$ cat config.mk
export PLATFORM = sky130hd
export DESIGN_NAME = sysreg_access_ctrl
export DESIGN_NICKNAME = d
export VERILOG_FILES = /design/src/rtl/sysreg_access_ctrl.sv
export SDC_FILE = /design/constraint.sdc
export NUM_CORES = 1
export LEC_CHECK = 0
export BUFFER_PORTS_ARGS = -buffer_cell sky130_fd_sc_hd__buf_2
export CAP_MARGIN = 25
export CORE_AREA = 2 2 118 120
export DETAILED_ROUTE_END_ITERATION = 10
export DIE_AREA = 0 0 120 122
export HOLD_SLACK_MARGIN = 0.06
export PLACE_DENSITY = 0.79
export SYNTH_ARGS = -nofsm -noshare
export SYNTH_HDL_FRONTEND = slang
export SYNTH_SLANG_ARGS = --single-unit
$ cat constraint.sdc
create_clock -name clk -period 3.05 [get_ports clk]
set_clock_uncertainty 0.15 [all_clocks]
set_input_delay 0.61 -clock clk [delete_from_list [all_inputs] [get_ports clk]]
set_output_delay 0.61 -clock clk [all_outputs]
set_load 0.005 [all_outputs]
$ cat src/rtl/sysreg_access_ctrl.sv
`default_nettype none
// ============================================================================
// Module      : sysreg_access_ctrl
// Description : Single-outstanding system-register access controller. Checks
//               privilege, issues one-cycle read/write strobes to the sysreg
//               bus, waits for read data under a timeout and returns data or a
//               fault code on a valid/ready response port.
// Revision    : 1.0 - initial release
// ============================================================================
module sysreg_access_ctrl #(
    parameter int TAG_W          = 4,
    parameter int PRIV_GROUP_MIN = 8,
    parameter int TIMEOUT        = 15
) (
    input  logic             clk,
    input  logic             rst,
    input  logic             flush,
    // request from execute
    input  logic             req_valid,
    output logic             req_ready,
    input  logic             req_write,
    input  logic [4:0]       req_group,
    input  logic [2:0]       req_regnum,
    input  logic [1:0]       req_plevel,
    input  logic [63:0]      req_wdata,
    input  logic [TAG_W-1:0] req_tag,
    // sysreg bus read side
    output logic             rd_en,
    output logic [4:0]       rd_group,
    output logic [2:0]       rd_regnum,
    output logic [1:0]       rd_plevel,
    input  logic             rd_valid,
    input  logic [63:0]      rd_val,
    // sysreg bus write side
    output logic             wr_en,
    output logic [4:0]       wr_group,
    output logic [2:0]       wr_regnum,
    output logic [1:0]       wr_plevel,
    output logic [63:0]      wr_val,
    // response to writeback
    output logic             resp_valid,
    input  logic             resp_ready,
    output logic [63:0]      resp_data,
    output logic [TAG_W-1:0] resp_tag,
    output logic [1:0]       resp_fault
);

    // Counter must also hold TIMEOUT itself: a flush in the last WAIT cycle
    // bumps it one past the limit on the way into DRAIN.
    localparam int c_CNT_W = $clog2(TIMEOUT + 1);
    localparam logic [c_CNT_W-1:0] c_CNT_LAST = c_CNT_W'(TIMEOUT - 1);
    localparam logic [4:0]         c_PRIV_MIN = 5'(PRIV_GROUP_MIN);

    localparam logic [1:0] c_FAULT_OK   = 2'd0;
    localparam logic [1:0] c_FAULT_PRIV = 2'd1;
    localparam logic [1:0] c_FAULT_TMO  = 2'd2;

    localparam logic [2:0] c_IDLE  = 3'd0;
    localparam logic [2:0] c_ISSUE = 3'd1;
    localparam logic [2:0] c_WAIT  = 3'd2;
    localparam logic [2:0] c_RESP  = 3'd3;
    localparam logic [2:0] c_DRAIN = 3'd4;

    logic [2:0]         r_state;
    logic [2:0]         w_state_nxt;
    logic               r_write;
    logic [4:0]         r_group;
    logic [2:0]         r_regnum;
    logic [1:0]         r_plevel;
    logic [63:0]        r_wdata;
    logic [TAG_W-1:0]   r_tag;
    logic [c_CNT_W-1:0] r_cnt;
    logic [63:0]        r_resp_data;
    logic [1:0]         r_resp_fault;

    logic w_accept;
    logic w_priv_fault;
    logic w_cnt_last;
    logic w_drain_done;

    assign req_ready    = (r_state == c_IDLE) && !flush;
    assign w_accept     = req_valid && req_ready;
    assign w_priv_fault = (req_group >= c_PRIV_MIN) && (req_plevel != 2'd0);
    assign w_cnt_last   = (r_cnt == c_CNT_LAST);
    assign w_drain_done = rd_valid || (r_cnt >= c_CNT_LAST);

    // Strobes are gated by flush and by rst so an abandoned or reset ISSUE
    // cycle never reaches the bus.
    assign rd_en = (r_state == c_ISSUE) && !r_write && !flush && !rst;
    assign wr_en = (r_state == c_ISSUE) &&  r_write && !flush && !rst;

    assign rd_group   = r_group;
    assign rd_regnum  = r_regnum;
    assign rd_plevel  = r_plevel;
    assign wr_group   = r_group;
    assign wr_regnum  = r_regnum;
    assign wr_plevel  = r_plevel;
    assign wr_val     = r_wdata;

    assign resp_valid = (r_state == c_RESP);
    assign resp_data  = r_resp_data;
    assign resp_tag   = r_tag;
    assign resp_fault = r_resp_fault;

    // State register.
    always_ff @(posedge clk) begin
        if (rst) begin
            r_state <= c_IDLE;
        end else begin
            r_state <= w_state_nxt;
        end
    end

    // Next-state decode; flush outranks rd_valid and timeout.
    always_comb begin
        w_state_nxt = r_state;
        case (r_state)
            c_IDLE: begin
                if (w_accept) begin
                    w_state_nxt = w_priv_fault ? c_RESP : c_ISSUE;
                end
            end
            c_ISSUE: begin
                if (flush) begin
                    w_state_nxt = c_IDLE;
                end else if (r_write) begin
                    w_state_nxt = c_RESP;
                end else begin
                    w_state_nxt = c_WAIT;
                end
            end
            c_WAIT: begin
                if (flush) begin
                    w_state_nxt = c_DRAIN;
                end else if (rd_valid || w_cnt_last) begin
                    w_state_nxt = c_RESP;
                end
            end
            c_RESP: begin
                if (flush || resp_ready) begin
                    w_state_nxt = c_IDLE;
                end
            end
            c_DRAIN: begin
                if (w_drain_done) begin
                    w_state_nxt = c_IDLE;
                end
            end
            default: w_state_nxt = c_IDLE;
        endcase
    end

    // Request capture, wait counter and response payload.
    always_ff @(posedge clk) begin
        if (rst) begin
            r_write      <= 1'b0;
            r_group      <= '0;
            r_regnum     <= '0;
            r_plevel     <= '0;
            r_wdata      <= '0;
            r_tag        <= '0;
            r_cnt        <= '0;
            r_resp_data  <= '0;
            r_resp_fault <= c_FAULT_OK;
        end else begin
            case (r_state)
                c_IDLE: begin
                    if (w_accept) begin
                        r_write      <= req_write;
                        r_group      <= req_group;
                        r_regnum     <= req_regnum;
                        r_plevel     <= req_plevel;
                        r_wdata      <= req_wdata;
                        r_tag        <= req_tag;
                        r_resp_data  <= '0;
                        r_resp_fault <= w_priv_fault ? c_FAULT_PRIV : c_FAULT_OK;
                    end
                end
                c_ISSUE: begin
                    r_cnt <= '0;
                end
                c_WAIT: begin
                    if (flush) begin
                        r_cnt <= r_cnt + 1'b1;
                    end else if (rd_valid) begin
                        r_resp_data  <= rd_val;
                        r_resp_fault <= c_FAULT_OK;
                    end else if (w_cnt_last) begin
                        r_resp_data  <= '0;
                        r_resp_fault <= c_FAULT_TMO;
                    end else begin
                        r_cnt <= r_cnt + 1'b1;
                    end
                end
                c_DRAIN: begin
                    if (!w_drain_done) begin
                        r_cnt <= r_cnt + 1'b1;
                    end
                end
                default: ;
            endcase
        end
    end

endmodule
`default_nettype wire

==> results.json <==
{
  "status": "completed",
  "cts.sinks": 152,
  "p_per_area_nw_per_um2": 681,
  "synth_area_leaders": "dfxtp_1 51%, nand2_1 11%, a21oi_1 7.4%, nand2b_1 7.0%, nand3_1 5.7%",
  "holdPathEnd": "resp_data[13]",
  "port_buffers": 306,
  "final_nets": 1144,
  "synth_seq_area_share_pct": 51.4,
  "gr-total-overflow": 0,
  "critPathLaunchType": "flip-flop",
  "min_from": "rd_val[13]",
  "ys_ff_latch": 152,
  "drc": 0,
  "syn-num-nets": 879,
  "gp_congestion": 0.856,
  "clk_latency_ps": 400,
  "ys.warnings.count": 0,
  "endpoint_kind": "primary output",
  "syn_area_per_cell_um2": 8.14,
  "path_class": "flip-flop to primary output",
  "synth_async_sr_flop_share_pct": 0,
  "die_area_um2": 14600,
  "grt_pass1_vias": 5460,
  "wirelength_um": 16000,
  "synth_top_flop_cell": "dfxtp_1",
  "top_layer": "met4",
  "die_h_um": 122,
  "post_synth_most_frequent_cells": "166 x nand2_1, 152 x dfxtp_1, 88 x a21oi_1, 68 x nand3_1, 66 x nand2b_1",
  "firstDrtPassIters": 5,
  "cts_hold_buffers": 0,
  "final_layout_size_suffix_gt1_share_pct": 35.3,
  "syn2layout_area_growth_pct": 36.4,
  "r2r_setup_slack_ps": 710,
  "grt_pass1_wl_um": 25200,
  "core_area_um2": 13500,
  "fin_crit_sh_pct": 84.1,
  "nFillCells": 1217,
  "syn_area_um2": 5930,
  "setup_viol": 0,
  "wl_met2_um": 7780,
  "p_leak_nw": 3.64,
  "worst_pin_slew_ps": 737,
  "syn_inst": 728,
  "crit_fanout": 12,
  "post_drt_wl_per_cell_um": 13.5,
  "grtUsageTotal_pct": 21.3,
  "r2r_start": "r_cnt[0]",
  "maxSlewHeadroom_pct": 50.9,
  "wl_met3_um": 1490,
  "timing.fmax_mhz": 390,
  "tritoncts.num_buffers": 17,
  "peakVddDrop_mv": 0.397,
  "cts_root_buffer": "clkbuf_16",
  "hp-class": "input port to flip-flop",
  "wirelength_met1_um": 6450,
  "worstPathArrival_ps": 1800,
  "io_pins": 307,
  "drtIter0Drc": 334,
  "rsz0062_at_grt": "no",
  "synth_cell_type_count": 39,
  "antenna_found_initial": 0,
  "stdcell_count": 1186,
  "synth_top_cell_area_share_pct": 51.4,
  "maxSlewViolCount": 0,
  "cts_setup_buffers": 0,
  "cap_violations": 0,
  "r2r_end": "r_cnt[3]",
  "cts_tree": "done",
  "grt_max_degree": 130,
  "cts-htree-levels": 4,
  "clockBufferDepth": 2,
  "routed_via_density": 5.02,
  "postRouteAntennaNets": 0,
  "dpl.hpwl_um": 11200,
  "clk_pin_slew_worst_paths_ps": 60,
  "start_util_pct": 43.9,
  "diodes": 0,
  "tns_ps": 0,
  "holdPathStages": 3,
  "place_inst": 1154,
  "synth_top_cell_by_area": "dfxtp_1",
  "synth_edf_count": 0,
  "vias": 5951,
  "r2r_cells": 7,
  "dieWidth_um": 120,
  "final-hold-violation-count": 0,
  "cp.required_ps": 2290,
  "std_cell_rows": 43,
  "cts-resized-gates": 0,
  "synth.most_common_cell": "nand2_1",
  "post-route-min-period_ps": 2560
}
cell families (layout without fill, tap and decap cells):
family,after synthesis,after routing,share of synthesized area (%)
buffers and inverters,76,354,6.42
AND/OR/NAND/NOR,324,324,25.9
AO/OA/AOI/OAI,173,173,15.8
adder cells (fa/ha/maj),2,2,0.422
flip-flops,152,152,51.4
XOR/XNOR,1,1,0.148
how the worst max path moves through the flow:
stage               end  startpoint  cells after the start  slack, ps
2_1_floorplan  r_cnt[3]    r_cnt[0]                      8        880
3_3_place_gp   r_cnt[3]    rd_valid                      6        710
3_5_place_dp   r_cnt[3]    rd_valid                      6        670
4_1_cts           wr_en  r_state[0]                      3        470
5_1_grt           wr_en  r_state[0]                      3        360
6_report          wr_en  r_state[0]                      3        490
registers in the layout, indices dropped and copies added (netlist names):
name	count
r_cnt	4
wr_val	64
resp_data	64
resp_fault	2
rd_plevel	2
resp_tag	4
r_write	1
rd_group	5
r_state	3
rd_regnum	3
area by class of cell:
| type | instances | area (µm²) | area share (%) |
|---|---|---|---|
| Clock buffer | 21 | 460 | 5.70 |
| Clock inverter | 11 | 146 | 1.81 |
| Inverter | 5 | 18.8 | 0.232 |
| Multi-Input combinational cell | 500 | 2510 | 31.1 |
| Sequential cell | 152 | 3040 | 37.6 |
| Tap cell | 180 | 225 | 2.79 |
| Timing Repair Buffer | 317 | 1680 | 20.8 |
stage by stage:
stage               area (µm²)  hold slack, ps  total power [W]  setup slack (ps)  utilization [%]
floorplan                 5930             303          0.00305               882                -
global placement          7480             289          0.00341               706             55.4
detailed placement        7480             293          0.00343               673             55.4
CTS                       8080             248          0.00556               473             59.9
global route              8080             260          0.00580               364             59.9
finish                    8080             270          0.00551               486             59.9
critical path, stage by stage, from the launching register on:
cell and delay, ps:
dfxtp_1 650, or2b_1 320, nor4b_1 270, buf_2 170
per-layer routing:
layer / vias to the layer above / global-route usage, %
li1: 2946 / -
met1: 2733 / 24.9
met2: 248 / 35.4
met3: 24 / 7.82
met4: 0 / 8.82
met5: - / 0
layout by cell type, fill, tap and decap left out, types with 5 or more instances in the layout:
master / synthesis / final
buf_4: 11 / 7
nand2_1: 166 / 165
o21ai_1: 37 / 37
buf_12: 0 / 5
nor2_1: 7 / 7
a21oi_1: 88 / 88
dfxtp_1: 152 / 152
nand3_1: 68 / 68
clkbuf_16: 0 / 17
nand2b_1: 66 / 66
buf_2: 13 / 305
o21ai_0: 34 / 34
inv_1: 5 / 5
power breakdown:
| part | internal, W | leakage [nW] | switching [W] |
|---|---|---|---|
| clock network | 0.00133 | 0.293 | 0.000791 |
| registers | 0.00215 | 1.23 | 0.000112 |
| logic | 0.000449 | 2.12 | 0.000668 |
Note: power is estimated with default switching activity, not from simulation.
